### src/rtl/ps2_pkg.sv
`default_nettype none
// +--------------------------------------------------------------------+
// | ps2_pkg : shared PS/2 decoder types and scancode constants         |
// | Rev 1.0                                                            |
// +--------------------------------------------------------------------+
package ps2_pkg;

  typedef enum logic [1:0] {
    ST_IDLE    = 2'd0,
    ST_EXT     = 2'd1,
    ST_BRK     = 2'd2,
    ST_EXT_BRK = 2'd3
  } ps2_state_e;

  localparam logic [7:0] PS2_EXT = 8'hE0;
  localparam logic [7:0] PS2_BRK = 8'hF0;

  // "release" is a reserved word, so the break flag is called rls
  typedef struct packed {
    logic [7:0] code;
    logic       ext;
    logic       rls;
  } ps2_evt_t;

  // Keyboard status/ack bytes that never start an event
  function automatic logic is_filler(input logic [7:0] b);
    return (b == 8'h00) || (b == 8'hAA) || (b == 8'hEE) ||
           (b == 8'hFA) || (b == 8'hFE) || (b == 8'hFF);
  endfunction

endpackage
`default_nettype wire

### src/rtl/ps2_evt_fifo.sv
`default_nettype none
// +--------------------------------------------------------------------+
// | ps2_evt_fifo : synchronous show-ahead FIFO for decoded key events  |
// | Rev 1.0                                                            |
// +--------------------------------------------------------------------+
module ps2_evt_fifo #(
  parameter int DEPTH = 8,
  parameter int WIDTH = 10
) (
  input  logic             clk,
  input  logic             rst_n,
  input  logic             push_i,
  input  logic [WIDTH-1:0] data_i,
  input  logic             pop_i,
  output logic [WIDTH-1:0] data_o,
  output logic             full_o,
  output logic             empty_o
);

  localparam int AW = (DEPTH > 1) ? $clog2(DEPTH) : 1;
  localparam logic [AW:0] DEPTH_CNT = (AW+1)'(DEPTH);

  logic [WIDTH-1:0] mem_q [DEPTH];
  logic [AW-1:0]    wr_ptr_q;
  logic [AW-1:0]    rd_ptr_q;
  logic [AW:0]      cnt_q;
  logic             w_do_push;
  logic             w_do_pop;

  assign empty_o   = (cnt_q == '0);
  assign full_o    = (cnt_q == DEPTH_CNT);
  assign data_o    = mem_q[rd_ptr_q];
  assign w_do_pop  = pop_i && !empty_o;
  // A full FIFO still accepts a write when the head leaves on the same edge
  assign w_do_push = push_i && (!full_o || w_do_pop);

  always_ff @(posedge clk) begin
    if (!rst_n) begin
      wr_ptr_q <= '0;
      rd_ptr_q <= '0;
      cnt_q    <= '0;
    end else begin
      if (w_do_push) wr_ptr_q <= wr_ptr_q + AW'(1);
      if (w_do_pop)  rd_ptr_q <= rd_ptr_q + AW'(1);
      if (w_do_push && !w_do_pop)      cnt_q <= cnt_q + (AW+1)'(1);
      else if (!w_do_push && w_do_pop) cnt_q <= cnt_q - (AW+1)'(1);
    end
  end

  always_ff @(posedge clk) begin
    if (w_do_push) mem_q[wr_ptr_q] <= data_i;
  end

endmodule
`default_nettype wire

### src/rtl/ps2_scan_ctrl.sv
`default_nettype none
// +--------------------------------------------------------------------+
// | ps2_scan_ctrl : PS/2 set-2 scancode decoder with event FIFO        |
// | Rev 1.0                                                            |
// +--------------------------------------------------------------------+
module ps2_scan_ctrl
  import ps2_pkg::*;
#(
  parameter int FIFO_DEPTH = 8
) (
  input  logic       clk,
  input  logic       rst_n,
  input  logic [7:0] rx_data,
  input  logic       rx_valid,
  output logic [7:0] ev_code,
  output logic       ev_ext,
  output logic       ev_release,
  output logic       ev_valid,
  input  logic       ev_ready,
  output logic       ovf,
  input  logic       ovf_clr,
  output logic [7:0] press_cnt
);

  ps2_state_e state_q, state_d;
  logic       held_q;
  logic [7:0] held_code_q;
  logic       held_ext_q;
  logic       ovf_q;
  logic [7:0] press_cnt_q;

  ps2_evt_t   w_evt;
  ps2_evt_t   w_head;
  logic       w_evt_done;
  logic       w_suppress;
  logic       w_push;
  logic       w_pop;
  logic       w_full;
  logic       w_empty;
  logic       w_held_match;

  always_comb begin
    state_d    = state_q;
    w_evt_done = 1'b0;
    w_evt.code = rx_data;
    w_evt.ext  = (state_q == ST_EXT) || (state_q == ST_EXT_BRK);
    w_evt.rls  = (state_q == ST_BRK) || (state_q == ST_EXT_BRK);
    if (rx_valid) begin
      case (state_q)
        ST_IDLE: begin
          if (rx_data == PS2_EXT)      state_d = ST_EXT;
          else if (rx_data == PS2_BRK) state_d = ST_BRK;
          else                         w_evt_done = !is_filler(rx_data);
        end
        ST_EXT: begin
          if (rx_data == PS2_BRK) begin
            state_d = ST_EXT_BRK;
          end else begin
            state_d    = ST_IDLE;
            w_evt_done = (rx_data != PS2_EXT);
          end
        end
        default: begin
          // A second prefix here is a protocol error: resync in IDLE
          state_d    = ST_IDLE;
          w_evt_done = (rx_data != PS2_EXT) && (rx_data != PS2_BRK);
        end
      endcase
    end
  end

  assign w_held_match = held_q && (w_evt.code == held_code_q) && (w_evt.ext == held_ext_q);
  // Typematic repeats of the key already down are not reported again
  assign w_suppress   = !w_evt.rls && w_held_match;
  assign w_push       = w_evt_done && !w_suppress;
  assign w_pop        = !w_empty && ev_ready;

  always_ff @(posedge clk) begin
    if (!rst_n) begin
      state_q     <= ST_IDLE;
      held_q      <= 1'b0;
      held_code_q <= '0;
      held_ext_q  <= 1'b0;
      ovf_q       <= 1'b0;
      press_cnt_q <= '0;
    end else begin
      state_q <= state_d;
      if (w_evt_done) begin
        if (!w_evt.rls) begin
          held_q      <= 1'b1;
          held_code_q <= w_evt.code;
          held_ext_q  <= w_evt.ext;
        end else if (w_held_match) begin
          held_q <= 1'b0;
        end
      end
      if (w_push && w_full && !w_pop) ovf_q <= 1'b1;
      else if (ovf_clr)               ovf_q <= 1'b0;
      if (w_push && !w_evt.rls && (!w_full || w_pop))
        press_cnt_q <= press_cnt_q + 8'd1;
    end
  end

  ps2_evt_fifo #(
    .DEPTH (FIFO_DEPTH),
    .WIDTH ($bits(ps2_evt_t))
  ) u_fifo (
    .clk     (clk),
    .rst_n   (rst_n),
    .push_i  (w_push),
    .data_i  (w_evt),
    .pop_i   (w_pop),
    .data_o  (w_head),
    .full_o  (w_full),
    .empty_o (w_empty)
  );

  // Storage is not reset, so the head is masked to zero while empty
  assign ev_valid   = !w_empty;
  assign ev_code    = ev_valid ? w_head.code : 8'h00;
  assign ev_ext     = ev_valid && w_head.ext;
  assign ev_release = ev_valid && w_head.rls;
  assign ovf        = ovf_q;
  assign press_cnt  = press_cnt_q;

endmodule
`default_nettype wire

### config.mk
export PLATFORM = sky130hd
export DESIGN_NAME = ps2_scan_ctrl
export DESIGN_NICKNAME = d
export VERILOG_FILES = /design/src/rtl/ps2_pkg.sv /design/src/rtl/ps2_evt_fifo.sv /design/src/rtl/ps2_scan_ctrl.sv
export SDC_FILE = /design/constraint.sdc
export NUM_CORES = 1
export LEC_CHECK = 0
export CAP_MARGIN = 10
export CORE_ASPECT_RATIO = 1.1
export CORE_MARGIN = 2
export CORE_UTILIZATION = 55
export CTS_BUF_LIST = sky130_fd_sc_hd__clkbuf_16
export DETAILED_ROUTE_END_ITERATION = 10
export PLACE_DENSITY_LB_ADDON = 0.25
export SLEW_MARGIN = 20
export SYNTH_ARGS = -nofsm -noshare
export SYNTH_HDL_FRONTEND = slang
export SYNTH_SLANG_ARGS = --single-unit
export TNS_END_PERCENT = 50
### constraint.sdc
create_clock -name clk -period 3.7 [get_ports clk]
set_clock_uncertainty 0.2 [all_clocks]
set_input_delay 0.37 -clock clk [delete_from_list [all_inputs] [get_ports clk]]
set_output_delay 0.37 -clock clk [all_outputs]
set_load 0.01 [all_outputs]
==> impl_metrics.prom, run 1 <==
# TYPE chip_impl_metric gauge
chip_impl_metric{name="async_s_r_ff_share_synth",unit=""} 0
chip_impl_metric{name="max_cap_violations",unit=""} 0
chip_impl_metric{name="globalRoute.totalOverflow",unit=""} 0
chip_impl_metric{name="floorplan.core_area",unit="µm²"} 8500
chip_impl_info{name="rsz0062_at_grt",value="false"} 1
chip_impl_info{name="post_synth_main_area_contributors",value="sky130_fd_sc_hd__edfxtp_1, sky130_fd_sc_hd__dfxtp_1, sky130_fd_sc_hd__mux4_2"} 1
chip_impl_metric{name="floorplan.initialDensity",unit=""} 0.571
chip_impl_info{name="flip_flop_cell_with_the_highest_count_after_synthesis",value="sky130_fd_sc_hd__edfxtp_1"} 1
chip_impl_metric{name="wl_per_cell",unit="µm"} 18.9
chip_impl_metric{name="cts-buffers-inserted",unit=""} 17
chip_impl_metric{name="finalHoldWorstSlack",unit="ns"} 0.277
chip_impl_metric{name="global_route_wire_length_before_repair",unit="mm"} 15.1
chip_impl_metric{name="worst_ep_arrival_time",unit="ns"} 3.52
chip_impl_info{name="globalRoute.busiestLayer",value="met2"} 1
chip_impl_metric{name="route.vias.total",unit=""} 2865
chip_impl_metric{name="ys_types",unit=""} 51
chip_impl_info{name="synth_top_cell_by_area",value="sky130_fd_sc_hd__edfxtp_1"} 1
chip_impl_info{name="final_common_cell",value="sky130_fd_sc_hd__edfxtp_1"} 1
chip_impl_info{name="status",value="complete, no violations"} 1
chip_impl_metric{name="cellLeakagePower",unit="nW"} 2.04
chip_impl_info{name="cp-end-kind",value="register"} 1
chip_impl_metric{name="vdd.ir_drop.worst",unit="mV"} 0.326
chip_impl_metric{name="final_design_area_no_fill",unit="µm²"} 5910
chip_impl_metric{name="antenna_cells_inserted",unit=""} 0
chip_impl_metric{name="dieHeight",unit="µm"} 103
chip_impl_metric{name="finalWorstPathRequiredPeriod",unit="ns"} 3.40
chip_impl_metric{name="postPlaceCellArea",unit="µm²"} 5350
chip_impl_metric{name="grt_max_degree",unit=""} 38
chip_impl_metric{name="ctsHtreeMaxLevel",unit=""} 4
chip_impl_metric{name="cts_hold_buffers",unit=""} 0
chip_impl_metric{name="num-fill-cells",unit=""} 584
chip_impl_metric{name="groute.layer.met3.usage",unit=""} 0.0556
chip_impl_metric{name="drt.antenna.violating_nets",unit=""} 0
chip_impl_metric{name="avgSynthCellArea",unit="µm²"} 15.0
chip_impl_metric{name="yosysSeqAreaShare",unit=""} 0.635
chip_impl_info{name="path_class",value="input port to register"} 1
chip_impl_metric{name="clkSinkCount",unit=""} 114
chip_impl_metric{name="max_freq",unit="GHz"} 0.294
chip_impl_metric{name="timing_worst_slew_pin_value",unit="ns"} 0.710
chip_impl_metric{name="num-nets-final",unit=""} 394
chip_impl_metric{name="floorplan.io_pins",unit=""} 33
chip_impl_metric{name="gr-usage-all-layers",unit=""} 0.217
chip_impl_metric{name="synthCells",unit=""} 324
chip_impl_metric{name="grt_pass1_vias",unit=""} 2881
chip_impl_metric{name="drc_errors",unit=""} 0
chip_impl_metric{name="slew_headroom",unit=""} 0.526
chip_impl_metric{name="post_cts_buffers",unit=""} 0
chip_impl_metric{name="drive_gt1_frac",unit=""} 0.191
chip_impl_metric{name="instances_no_fill",unit=""} 498
chip_impl_metric{name="power.density",unit="nW/µm²"} 660
chip_impl_info{name="final_cell_mix",value="sky130_fd_sc_hd__edfxtp_1, sky130_fd_sc_hd__dfxtp_1, sky130_fd_sc_hd__clkdlybuf4s50_1, sky130_fd_sc_hd__mux2i_1, sky130_fd_sc_hd__mux4_2"} 1
chip_impl_metric{name="hpwlAfterDp",unit="mm"} 6.07
chip_impl_metric{name="setup-violations-final",unit=""} 0
chip_impl_metric{name="synth-edff-count",unit=""} 80
chip_impl_metric{name="cts_resized",unit=""} 0
chip_impl_metric{name="drt_iter0_drc",unit=""} 306
chip_impl_metric{name="antenna_found_initial",unit=""} 0
chip_impl_metric{name="grt_util_met2",unit=""} 0.375
chip_impl_metric{name="drt-pass1-iter-count",unit=""} 4
chip_impl_metric{name="worst-r2r-cell-count",unit=""} 13
chip_impl_metric{name="cp_data_required_time",unit="ns"} 3.82
chip_impl_info{name="startpoint_type",value="input port"} 1
chip_impl_metric{name="crit_path_max_fanout",unit=""} 10
chip_impl_info{name="tritoncts",value="built"} 1
chip_impl_metric{name="final_replace_weighted_congestion",unit=""} 0.949
chip_impl_metric{name="synth_largest_type_area_fraction",unit=""} 0.495
chip_impl_metric{name="die-width",unit="µm"} 93.6
chip_impl_metric{name="insertion_delay",unit="ns"} 0.40
chip_impl_metric{name="flow.area_growth_from_synthesis",unit="%"} 21.6
chip_impl_metric{name="drt-total-wl",unit="mm"} 9.42
chip_impl_metric{name="final-hold-violation-count",unit=""} 0
chip_impl_metric{name="met1_usage",unit=""} 0.264
chip_impl_metric{name="mappedNetlistNets",unit=""} 344
chip_impl_metric{name="post_drt_via_cell_ratio",unit=""} 5.75
chip_impl_metric{name="min_period_over_period",unit=""} 0.920
chip_impl_metric{name="path_clk_slew",unit="ns"} 0.05
chip_impl_metric{name="cell_row_count",unit=""} 35
chip_impl_metric{name="min_path_cells",unit=""} 2
chip_impl_info{name="cts_root_buffer",value="sky130_fd_sc_hd__clkbuf_16"} 1
chip_impl_metric{name="ys.warnings.count",unit=""} 0
chip_impl_metric{name="fp.dieArea",unit="µm²"} 9600
chip_impl_metric{name="max-clock-path-buffers",unit=""} 2
chip_impl_metric{name="synth.ff_latch_count",unit=""} 114
chip_impl_info{name="min_path_type",value="register to register"} 1
chip_impl_metric{name="syn-cell-area",unit="µm²"} 4850
chip_impl_metric{name="maxSlewViolCount",unit=""} 0
chip_impl_metric{name="dp.cells",unit=""} 466
chip_impl_metric{name="port-buffer-count",unit=""} 32
chip_impl_metric{name="final.setup.tns",unit="ns"} 0
## final timing paths
path / to / slack (ns) / start
setup / recovery: u_fifo.cnt_q[3]$_SDFFE_PN0P_ / 0.30 / rx_data[6]
hold reg to reg: press_cnt[7]$_SDFFE_PN0P_ / 0.28 / press_cnt[7]$_SDFFE_PN0P_
setup reg to reg: u_fifo.cnt_q[3]$_SDFFE_PN0P_ / 0.59 / held_code_q[3]$_SDFFE_PN0P_
hold / removal: press_cnt[7]$_SDFFE_PN0P_ / 0.28 / press_cnt[7]$_SDFFE_PN0P_
## synthesized netlist by cell type, drive strengths merged, types with 10 or more instances
library cell	instances
and2	10
nor2	14
mux2i	23
nor2b	10
mux4	20
edfxtp	80
dfxtp	34
nand2	12
clkbuf	10
## per-layer routing
metal,vias to the layer above,share of wire
met1,1441,0.42
met2,72,0.54
met3,4,0.040
met4,0,0.0057
met5,-,0
li1,1348,-
## worst max-delay path, stage by stage
cell and delay [ns]:
sky130_fd_sc_hd__clkdlybuf4s50_1 0.71, sky130_fd_sc_hd__buf_4 0.22, sky130_fd_sc_hd__nor4_1 0.05, sky130_fd_sc_hd__nand2_1 0.07
sky130_fd_sc_hd__a21o_1 0.19, sky130_fd_sc_hd__a21oi_2 0.08, sky130_fd_sc_hd__nor3_1 0.28, sky130_fd_sc_hd__ha_1 0.25
sky130_fd_sc_hd__inv_1 0.10, sky130_fd_sc_hd__ha_1 0.28, sky130_fd_sc_hd__a21o_1 0.18, sky130_fd_sc_hd__a21oi_1 0.17
sky130_fd_sc_hd__xnor2_1 0.09, sky130_fd_sc_hd__or3_1 0.30, sky130_fd_sc_hd__a21boi_0 0.18
## cell type report
type | instances | area, µm² | share of cell area
flip-flops and latches | 114 | 3080 | 0.522
multi-input cells | 185 | 1660 | 0.281
repair buffers | 49 | 443 | 0.0750
clock buffers | 17 | 425 | 0.0720
well taps | 111 | 139 | 0.0235
clock inverters | 15 | 133 | 0.0225
inverters | 7 | 26.3 | 0.00445
## state kept, by name, indices dropped and copies added, names as in the netlist, named ones only
name and cells:
state_q 2, held_ext_q 1, u_fifo.cnt_q 4, u_fifo.rd_ptr_q 3, held_code_q 8, u_fifo.wr_ptr_q 3
press_cnt 8, held_q 1, u_fifo.mem_q 80, ovf 1
## through the flow
step	util	worst slack, ns	total power, mW
6_report	0.695	0.297	3.90
3_5_place_dp	0.630	-0.0251	2.43
2_1_floorplan	-	0.561	2.10
4_1_cts	0.696	0.297	3.93
5_1_grt	0.695	0.0542	4.07
3_3_place_gp	0.630	0.0945	2.41
## report_power, final
part	total [mW]	switching, mW	internal, mW
Combinational	0.892	0.414	0.478
Clock	1.51	0.580	0.926
Sequential	1.50	0.0511	1.45
Total	3.90	1.04	2.85
## kinds of logic (layout without fill, tap and decap cells)
kind of cell	count (synthesis)	in the layout	synth area share
buf+inv	25	88	0.0250
simple gates	89	89	0.109
mux	43	43	0.140
flops	114	114	0.635
compound gates	30	30	0.0423
fa+ha+maj	7	7	0.0196
xor+xnor	16	16	0.0289
(Power assumes the default switching activity.)
==> run 2: changes to the inputs <==
- SETUP_SLACK_MARGIN: not set -> 0.4
==> impl_metrics.prom, run 2 (synthesized netlist as in run 1, its figures left out) <==
# TYPE chip_impl_metric gauge
chip_impl_metric{name="worst-r2r-cell-count",unit=""} 13
chip_impl_info{name="min_from",value="rst_n"} 1
chip_impl_metric{name="setup-violations-final",unit=""} 0
chip_impl_metric{name="timing.reg2reg.setup_slack",unit="ns"} 0.66
chip_impl_metric{name="dieHeight",unit="µm"} 103
chip_impl_metric{name="worst_ep_arrival_time",unit="ns"} 3.30
chip_impl_info{name="min_path_type",value="input port to register"} 1
chip_impl_metric{name="floorplan.io_pins",unit=""} 33
chip_impl_metric{name="drt-pass1-iter-count",unit=""} 5
chip_impl_info{name="path_class",value="input port to register"} 1
chip_impl_metric{name="vdd.ir_drop.worst",unit="mV"} 0.335
chip_impl_metric{name="post_drt_via_cell_ratio",unit=""} 5.77
chip_impl_info{name="holdPathEnd",value="press_cnt[6]$_SDFFE_PN0P_"} 1
chip_impl_metric{name="max-clock-path-buffers",unit=""} 2
chip_impl_info{name="status",value="complete, no violations"} 1
chip_impl_info{name="rsz0062_at_grt",value="false"} 1
chip_impl_metric{name="cell_row_count",unit=""} 35
chip_impl_metric{name="num-nets-final",unit=""} 400
chip_impl_metric{name="route.vias.total",unit=""} 2909
chip_impl_metric{name="cellLeakagePower",unit="nW"} 2.12
chip_impl_metric{name="fp.dieArea",unit="µm²"} 9600
chip_impl_metric{name="largest_register_ff_count",unit=""} 80
chip_impl_metric{name="port-buffer-count",unit=""} 32
chip_impl_metric{name="slew_headroom",unit=""} 0.526
chip_impl_metric{name="power.density",unit="nW/µm²"} 652
chip_impl_info{name="final_cell_mix",value="sky130_fd_sc_hd__edfxtp_1, sky130_fd_sc_hd__dfxtp_1, sky130_fd_sc_hd__clkdlybuf4s50_1, sky130_fd_sc_hd__mux2i_1, sky130_fd_sc_hd__buf_4"} 1
chip_impl_metric{name="wl_per_cell",unit="µm"} 19.4
chip_impl_metric{name="drive_gt1_frac",unit=""} 0.224
chip_impl_metric{name="worst_slack",unit="ns"} 0.523
chip_impl_metric{name="drt.antenna.violating_nets",unit=""} 0
chip_impl_info{name="cp-end-kind",value="register"} 1
chip_impl_metric{name="ctsHtreeMaxLevel",unit=""} 4
chip_impl_metric{name="cp_data_required_time",unit="ns"} 3.83
chip_impl_metric{name="hpwlAfterDp",unit="mm"} 6.07
chip_impl_info{name="reg2reg_from",value="held_ext_q$_SDFFE_PN0P_"} 1
chip_impl_metric{name="grt_pass1_vias",unit=""} 2908
chip_impl_metric{name="final_replace_weighted_congestion",unit=""} 0.949
chip_impl_metric{name="timing_worst_slew_pin_value",unit="ns"} 0.710
chip_impl_info{name="capture_point_of_the_worst_reg_to_reg_path",value="u_fifo.cnt_q[3]$_SDFFE_PN0P_"} 1
chip_impl_info{name="startpoint_type",value="input port"} 1
chip_impl_metric{name="setup_slack_placement",unit="ns"} -0.0251
chip_impl_metric{name="drt-total-wl",unit="mm"} 9.78
chip_impl_metric{name="path_clk_slew",unit="ns"} 0.05
chip_impl_metric{name="final-hold-violation-count",unit=""} 0
chip_impl_metric{name="max_cap_violations",unit=""} 0
chip_impl_metric{name="maxSlewViolCount",unit=""} 0
chip_impl_metric{name="globalRoute.totalOverflow",unit=""} 0
chip_impl_info{name="cts_root_buffer",value="sky130_fd_sc_hd__clkbuf_16"} 1
chip_impl_metric{name="min_period_over_period",unit=""} 0.859
chip_impl_metric{name="floorplan.core_area",unit="µm²"} 8500
chip_impl_metric{name="cts-buffers-inserted",unit=""} 17
chip_impl_metric{name="floorplan.initialDensity",unit=""} 0.571
chip_impl_metric{name="clkSinkCount",unit=""} 114
chip_impl_metric{name="min_path_cells",unit=""} 2
chip_impl_metric{name="gr-usage-all-layers",unit=""} 0.219
chip_impl_metric{name="drc_errors",unit=""} 0
chip_impl_metric{name="global_route_wire_length_before_repair",unit="mm"} 15.3
chip_impl_metric{name="antenna_cells_inserted",unit=""} 0
chip_impl_info{name="regMostFlops",value="u_fifo.mem_q"} 1
chip_impl_metric{name="drt_iter0_drc",unit=""} 337
chip_impl_metric{name="crit_path_max_fanout",unit=""} 11
chip_impl_metric{name="fin_total_pwr",unit="mW"} 3.91
chip_impl_metric{name="die-width",unit="µm"} 93.6
chip_impl_metric{name="antenna_found_initial",unit=""} 0
chip_impl_metric{name="cts_hold_buffers",unit=""} 0
chip_impl_info{name="tritoncts",value="built"} 1
chip_impl_metric{name="finalWorstPathRequiredPeriod",unit="ns"} 3.18
chip_impl_metric{name="insertion_delay",unit="ns"} 0.40
chip_impl_info{name="final_common_cell",value="sky130_fd_sc_hd__edfxtp_1"} 1
chip_impl_metric{name="grt_max_degree",unit=""} 38
chip_impl_metric{name="max_freq",unit="GHz"} 0.315
chip_impl_metric{name="flow.area_growth_from_synthesis",unit="%"} 23.5
==> run 2: repair_timing <==
item,CTS,global route
endpoints found under the setup margin,1,1
resized for setup,5,11
pin swaps,0,2
setup buffers,0,6
==> run 2: worst max-delay path, stage by stage <==
cell and delay (ns):
sky130_fd_sc_hd__clkdlybuf4s50_1 0.48, sky130_fd_sc_hd__buf_6 0.16, sky130_fd_sc_hd__xor2_1 0.27, sky130_fd_sc_hd__nor4_2 0.09, sky130_fd_sc_hd__nand3_1 0.14, sky130_fd_sc_hd__a21oi_2 0.09, sky130_fd_sc_hd__nor3_2 0.23, sky130_fd_sc_hd__ha_2 0.24
sky130_fd_sc_hd__inv_2 0.06, sky130_fd_sc_hd__ha_1 0.27, sky130_fd_sc_hd__a21o_1 0.18, sky130_fd_sc_hd__a21oi_1 0.17, sky130_fd_sc_hd__xnor2_1 0.09, sky130_fd_sc_hd__or3_1 0.31, sky130_fd_sc_hd__a21boi_1 0.15
==> run 2: metal layers <==
| metal | global-route usage | routed length [µm] |
|---|---|---|
| met1 | 0.268 | 4050 |
| met4 | 0.0903 | 192 |
| met5 | 0 | 0 |
| met2 | 0.374 | 5110 |
| met3 | 0.0592 | 423 |
==> run 2: through the flow <==
step	instance area, µm²	util	hold slack [ns]	std cells	TNS [ns]
2_1_floorplan	4850	-	0.267	324	0
3_3_place_gp	5350	0.630	0.268	466	0
3_5_place_dp	5350	0.630	0.274	466	-0.0251
4_1_cts	5930	0.697	0.279	498	0
5_1_grt	6000	0.706	0.271	504	0
6_report	6000	0.706	0.268	504	0
==> run 2: area by class of cell <==
type,instances,area (µm²)
clock buffers,17,425
multi-input cells,185,1690
clock inverters,15,133
fillers,569,2500
inverters,7,26.3
repair buffers,55,499
flip-flops and latches,114,3080
well taps,111,139
==> run 2: report_power, final <==
group | switching, mW | internal (mW)
Sequential | 0.0518 | 1.45
Combinational | 0.421 | 0.484
Clock | 0.579 | 0.926
==> run 2: worst max-delay path by stage <==
stage                     startpoint                           end  slack (ns)  cells past startpoint
after floorplan           rx_data[4]  u_fifo.cnt_q[3]$_SDFFE_PN0P_        0.56                     15
after global placement    rx_data[6]  u_fifo.cnt_q[3]$_SDFFE_PN0P_        0.09                     14
after detailed placement  rx_data[6]  u_fifo.cnt_q[3]$_SDFFE_PN0P_       -0.03                     15
after CTS                 rx_data[2]  u_fifo.cnt_q[3]$_SDFFE_PN0P_        0.43                     14
after global routing      rx_data[0]  u_fifo.cnt_q[3]$_SDFFE_PN0P_        0.34                     14
final                     rx_data[7]  u_fifo.cnt_q[3]$_SDFFE_PN0P_        0.52                     15
==> run 3: changes to the inputs <==
- CORE_MARGIN: 2 -> not set
- CTS_CLUSTER_DIAMETER: not set -> 80
==> impl_metrics.prom, run 3 (synthesized netlist as in run 1, its figures left out) <==
# TYPE chip_impl_metric gauge
chip_impl_info{name="status",value="complete, no violations"} 1
chip_impl_metric{name="timing.reg2reg.setup_slack",unit="ns"} 0.60
chip_impl_metric{name="crit_path_max_fanout",unit=""} 5
chip_impl_metric{name="num-fill-cells",unit=""} 533
chip_impl_metric{name="grt_pass1_vias",unit=""} 2973
chip_impl_info{name="capture_point_of_the_worst_reg_to_reg_path",value="u_fifo.cnt_q[3]$_SDFFE_PN0P_"} 1
chip_impl_metric{name="antenna_cells_inserted",unit=""} 0
chip_impl_metric{name="cts-buffers-inserted",unit=""} 17
chip_impl_metric{name="flow.area_growth_from_synthesis",unit="%"} 24.7
chip_impl_metric{name="drt-pass1-iter-count",unit=""} 4
chip_impl_metric{name="num-nets-final",unit=""} 402
chip_impl_metric{name="max_cap_violations",unit=""} 0
chip_impl_metric{name="globalRoute.totalOverflow",unit=""} 0
chip_impl_metric{name="worst_slack",unit="ns"} 0.547
chip_impl_metric{name="worst_ep_arrival_time",unit="ns"} 3.29
chip_impl_metric{name="antenna_found_initial",unit=""} 0
chip_impl_info{name="startpoint_type",value="input port"} 1
chip_impl_info{name="final_cell_mix",value="sky130_fd_sc_hd__edfxtp_1, sky130_fd_sc_hd__dfxtp_1, sky130_fd_sc_hd__clkdlybuf4s50_1, sky130_fd_sc_hd__buf_4, sky130_fd_sc_hd__mux2i_1"} 1
chip_impl_metric{name="timing.critical_path.buf_inv",unit=""} 2
chip_impl_metric{name="instances_no_fill",unit=""} 506
chip_impl_metric{name="finalHoldWorstSlack",unit="ns"} 0.259
chip_impl_metric{name="seqCellArea",unit="µm²"} 3080
chip_impl_metric{name="max-clock-path-buffers",unit=""} 2
chip_impl_info{name="path_class",value="input port to register"} 1
chip_impl_metric{name="floorplan.initialDensity",unit=""} 0.574
chip_impl_info{name="rsz0062_at_grt",value="false"} 1
chip_impl_metric{name="path_clk_slew",unit="ns"} 0.06
chip_impl_info{name="min_from",value="rx_data[4]"} 1
chip_impl_metric{name="maxSlewViolCount",unit=""} 0
chip_impl_info{name="regMostFlops",value="u_fifo.mem_q"} 1
chip_impl_metric{name="setup-violations-final",unit=""} 0
chip_impl_metric{name="dp.cells",unit=""} 472
chip_impl_metric{name="max_freq",unit="GHz"} 0.317
chip_impl_metric{name="slew_headroom",unit=""} 0.516
chip_impl_info{name="min_path_type",value="input port to register"} 1
chip_impl_metric{name="vdd.ir_drop.worst",unit="mV"} 0.338
chip_impl_metric{name="route.vias.total",unit=""} 2905
chip_impl_info{name="path_delay_family",value="compound AO/OA/AOI/OAI gates"} 1
chip_impl_metric{name="hpwlAfterDp",unit="mm"} 6.07
chip_impl_metric{name="clkSinkCount",unit=""} 114
chip_impl_metric{name="drt.antenna.violating_nets",unit=""} 0
chip_impl_info{name="tritoncts",value="built"} 1
chip_impl_metric{name="min_path_cells",unit=""} 2
chip_impl_metric{name="drt_iter0_drc",unit=""} 196
chip_impl_metric{name="drc_errors",unit=""} 0
chip_impl_metric{name="global_route_wire_length_before_repair",unit="mm"} 15.6
chip_impl_metric{name="grt_max_degree",unit=""} 38
chip_impl_metric{name="largest_register_ff_count",unit=""} 80
chip_impl_metric{name="final.setup.tns",unit="ns"} 0
chip_impl_metric{name="cp_data_required_time",unit="ns"} 3.84
chip_impl_info{name="cp_cell_sequence",value="clkdlybuf4s50_1, and4_1, o2111ai_1, a21o_1, a21oi_2, nor3_2, ha_1, inv_1, ha_1, a21o_1, a21oi_1, xnor2_1, or3_1, a21boi_0"} 1
chip_impl_info{name="crit_path_top_delay_cell",value="sky130_fd_sc_hd__clkdlybuf4s50_1"} 1
chip_impl_metric{name="port-buffer-count",unit=""} 32
chip_impl_metric{name="postPlaceCellArea",unit="µm²"} 5400
chip_impl_info{name="cp-end-kind",value="register"} 1
chip_impl_metric{name="final-hold-violation-count",unit=""} 0
chip_impl_info{name="reg2reg_from",value="held_code_q[4]$_SDFFE_PN0P_"} 1
chip_impl_metric{name="gr-usage-all-layers",unit=""} 0.236
chip_impl_metric{name="worst-r2r-cell-count",unit=""} 13
chip_impl_metric{name="post_drt_via_cell_ratio",unit=""} 5.74
chip_impl_metric{name="drive_gt1_frac",unit=""} 0.218
chip_impl_metric{name="drt-total-wl",unit="mm"} 9.90
chip_impl_metric{name="final_replace_weighted_congestion",unit=""} 0.823
chip_impl_metric{name="ctsHtreeMaxLevel",unit=""} 4
chip_impl_metric{name="cts_hold_buffers",unit=""} 0
chip_impl_metric{name="dieHeight",unit="µm"} 101
chip_impl_info{name="final_common_cell",value="sky130_fd_sc_hd__edfxtp_1"} 1
chip_impl_metric{name="finalWorstPathRequiredPeriod",unit="ns"} 3.15
chip_impl_metric{name="multiInputGateArea",unit="µm²"} 1690
chip_impl_metric{name="power.density",unit="nW/µm²"} 669
chip_impl_metric{name="cell_row_count",unit=""} 35
chip_impl_metric{name="die-width",unit="µm"} 91.6
chip_impl_metric{name="wl_per_cell",unit="µm"} 19.6
chip_impl_metric{name="floorplan.core_area",unit="µm²"} 8450
chip_impl_info{name="holdPathEnd",value="u_fifo.mem_q[6][6]$_DFFE_PP_"} 1
chip_impl_metric{name="fp.dieArea",unit="µm²"} 9210
chip_impl_metric{name="timing.critical_path.slowest_cell_delay",unit="ns"} 0.63
chip_impl_metric{name="min_period_over_period",unit=""} 0.852
chip_impl_metric{name="cellLeakagePower",unit="nW"} 2.15
chip_impl_metric{name="setup_slack_placement",unit="ns"} -0.00978
chip_impl_metric{name="insertion_delay",unit="ns"} 0.41
chip_impl_metric{name="timing_worst_slew_pin_value",unit="ns"} 0.725
chip_impl_metric{name="final_design_area_no_fill",unit="µm²"} 6060
chip_impl_metric{name="floorplan.io_pins",unit=""} 33
chip_impl_info{name="cts_root_buffer",value="sky130_fd_sc_hd__clkbuf_16"} 1
-- run 3: how the worst max path moves through the flow --
stage	start	cells after the start	endpoint	slack, ns
2_1_floorplan	rx_data[4]	15	u_fifo.cnt_q[3]$_SDFFE_PN0P_	0.56
3_3_place_gp	rx_data[3]	14	u_fifo.cnt_q[3]$_SDFFE_PN0P_	0.04
3_5_place_dp	rx_data[3]	14	u_fifo.cnt_q[3]$_SDFFE_PN0P_	-0.01
4_1_cts	rx_data[2]	14	u_fifo.cnt_q[3]$_SDFFE_PN0P_	0.40
5_1_grt	rx_data[1]	14	u_fifo.cnt_q[3]$_SDFFE_PN0P_	0.38
6_report	rx_data[1]	14	u_fifo.cnt_q[3]$_SDFFE_PN0P_	0.55
-- run 3: metrics by stage --
step,total power [mW],utilization
after floorplan,2.10,-
after global placement,2.41,0.639
after detailed placement,2.43,0.639
after CTS,4.08,0.711
after global routing,4.22,0.717
final,4.05,0.717
-- run 3: layout make-up --
cell class / count / share of cell area
sequential: 114 / 0.509
multi-input combinational: 185 / 0.279
timing repair buffer: 57 / 0.0851
clock buffer: 17 / 0.0702
clock inverter: 15 / 0.0298
tap: 111 / 0.0229
inverter: 7 / 0.00434
-- run 3: where the power goes --
group / switching, mW / internal [mW] / total [mW]
registers: 0.0670 / 1.45 / 1.52
clock network: 0.585 / 1.06 / 1.65
logic: 0.404 / 0.480 / 0.884
-- run 3: what timing repair did --
action,in CTS,in global routing
pin swaps,0,2
resized for setup,2,9
setup endpoints to repair,1,1
setup buffers,0,2
hold endpoints to repair,0,0
-- run 3: per-layer routing --
metal / share of wire / GRT usage / vias to the layer above
li1: - / - / 1362
met1: 0.42 / 0.278 / 1442
met2: 0.52 / 0.413 / 86
met3: 0.044 / 0.0573 / 15
met4: 0.018 / 0.106 / 0
met5: 0 / 0 / -
-- run 3: worst reg2reg max path, delay by kind of cell (launching register included) --
kind                       cells  cell delay [ns]
and+or+nand+nor                4             0.94
buffers and inverters          1             0.11
DFF                            1             0.33
AOI/OAI and AO/OA              4             0.71
adders and majority gates      2             0.45
xor gates and xnor gates       2             0.29
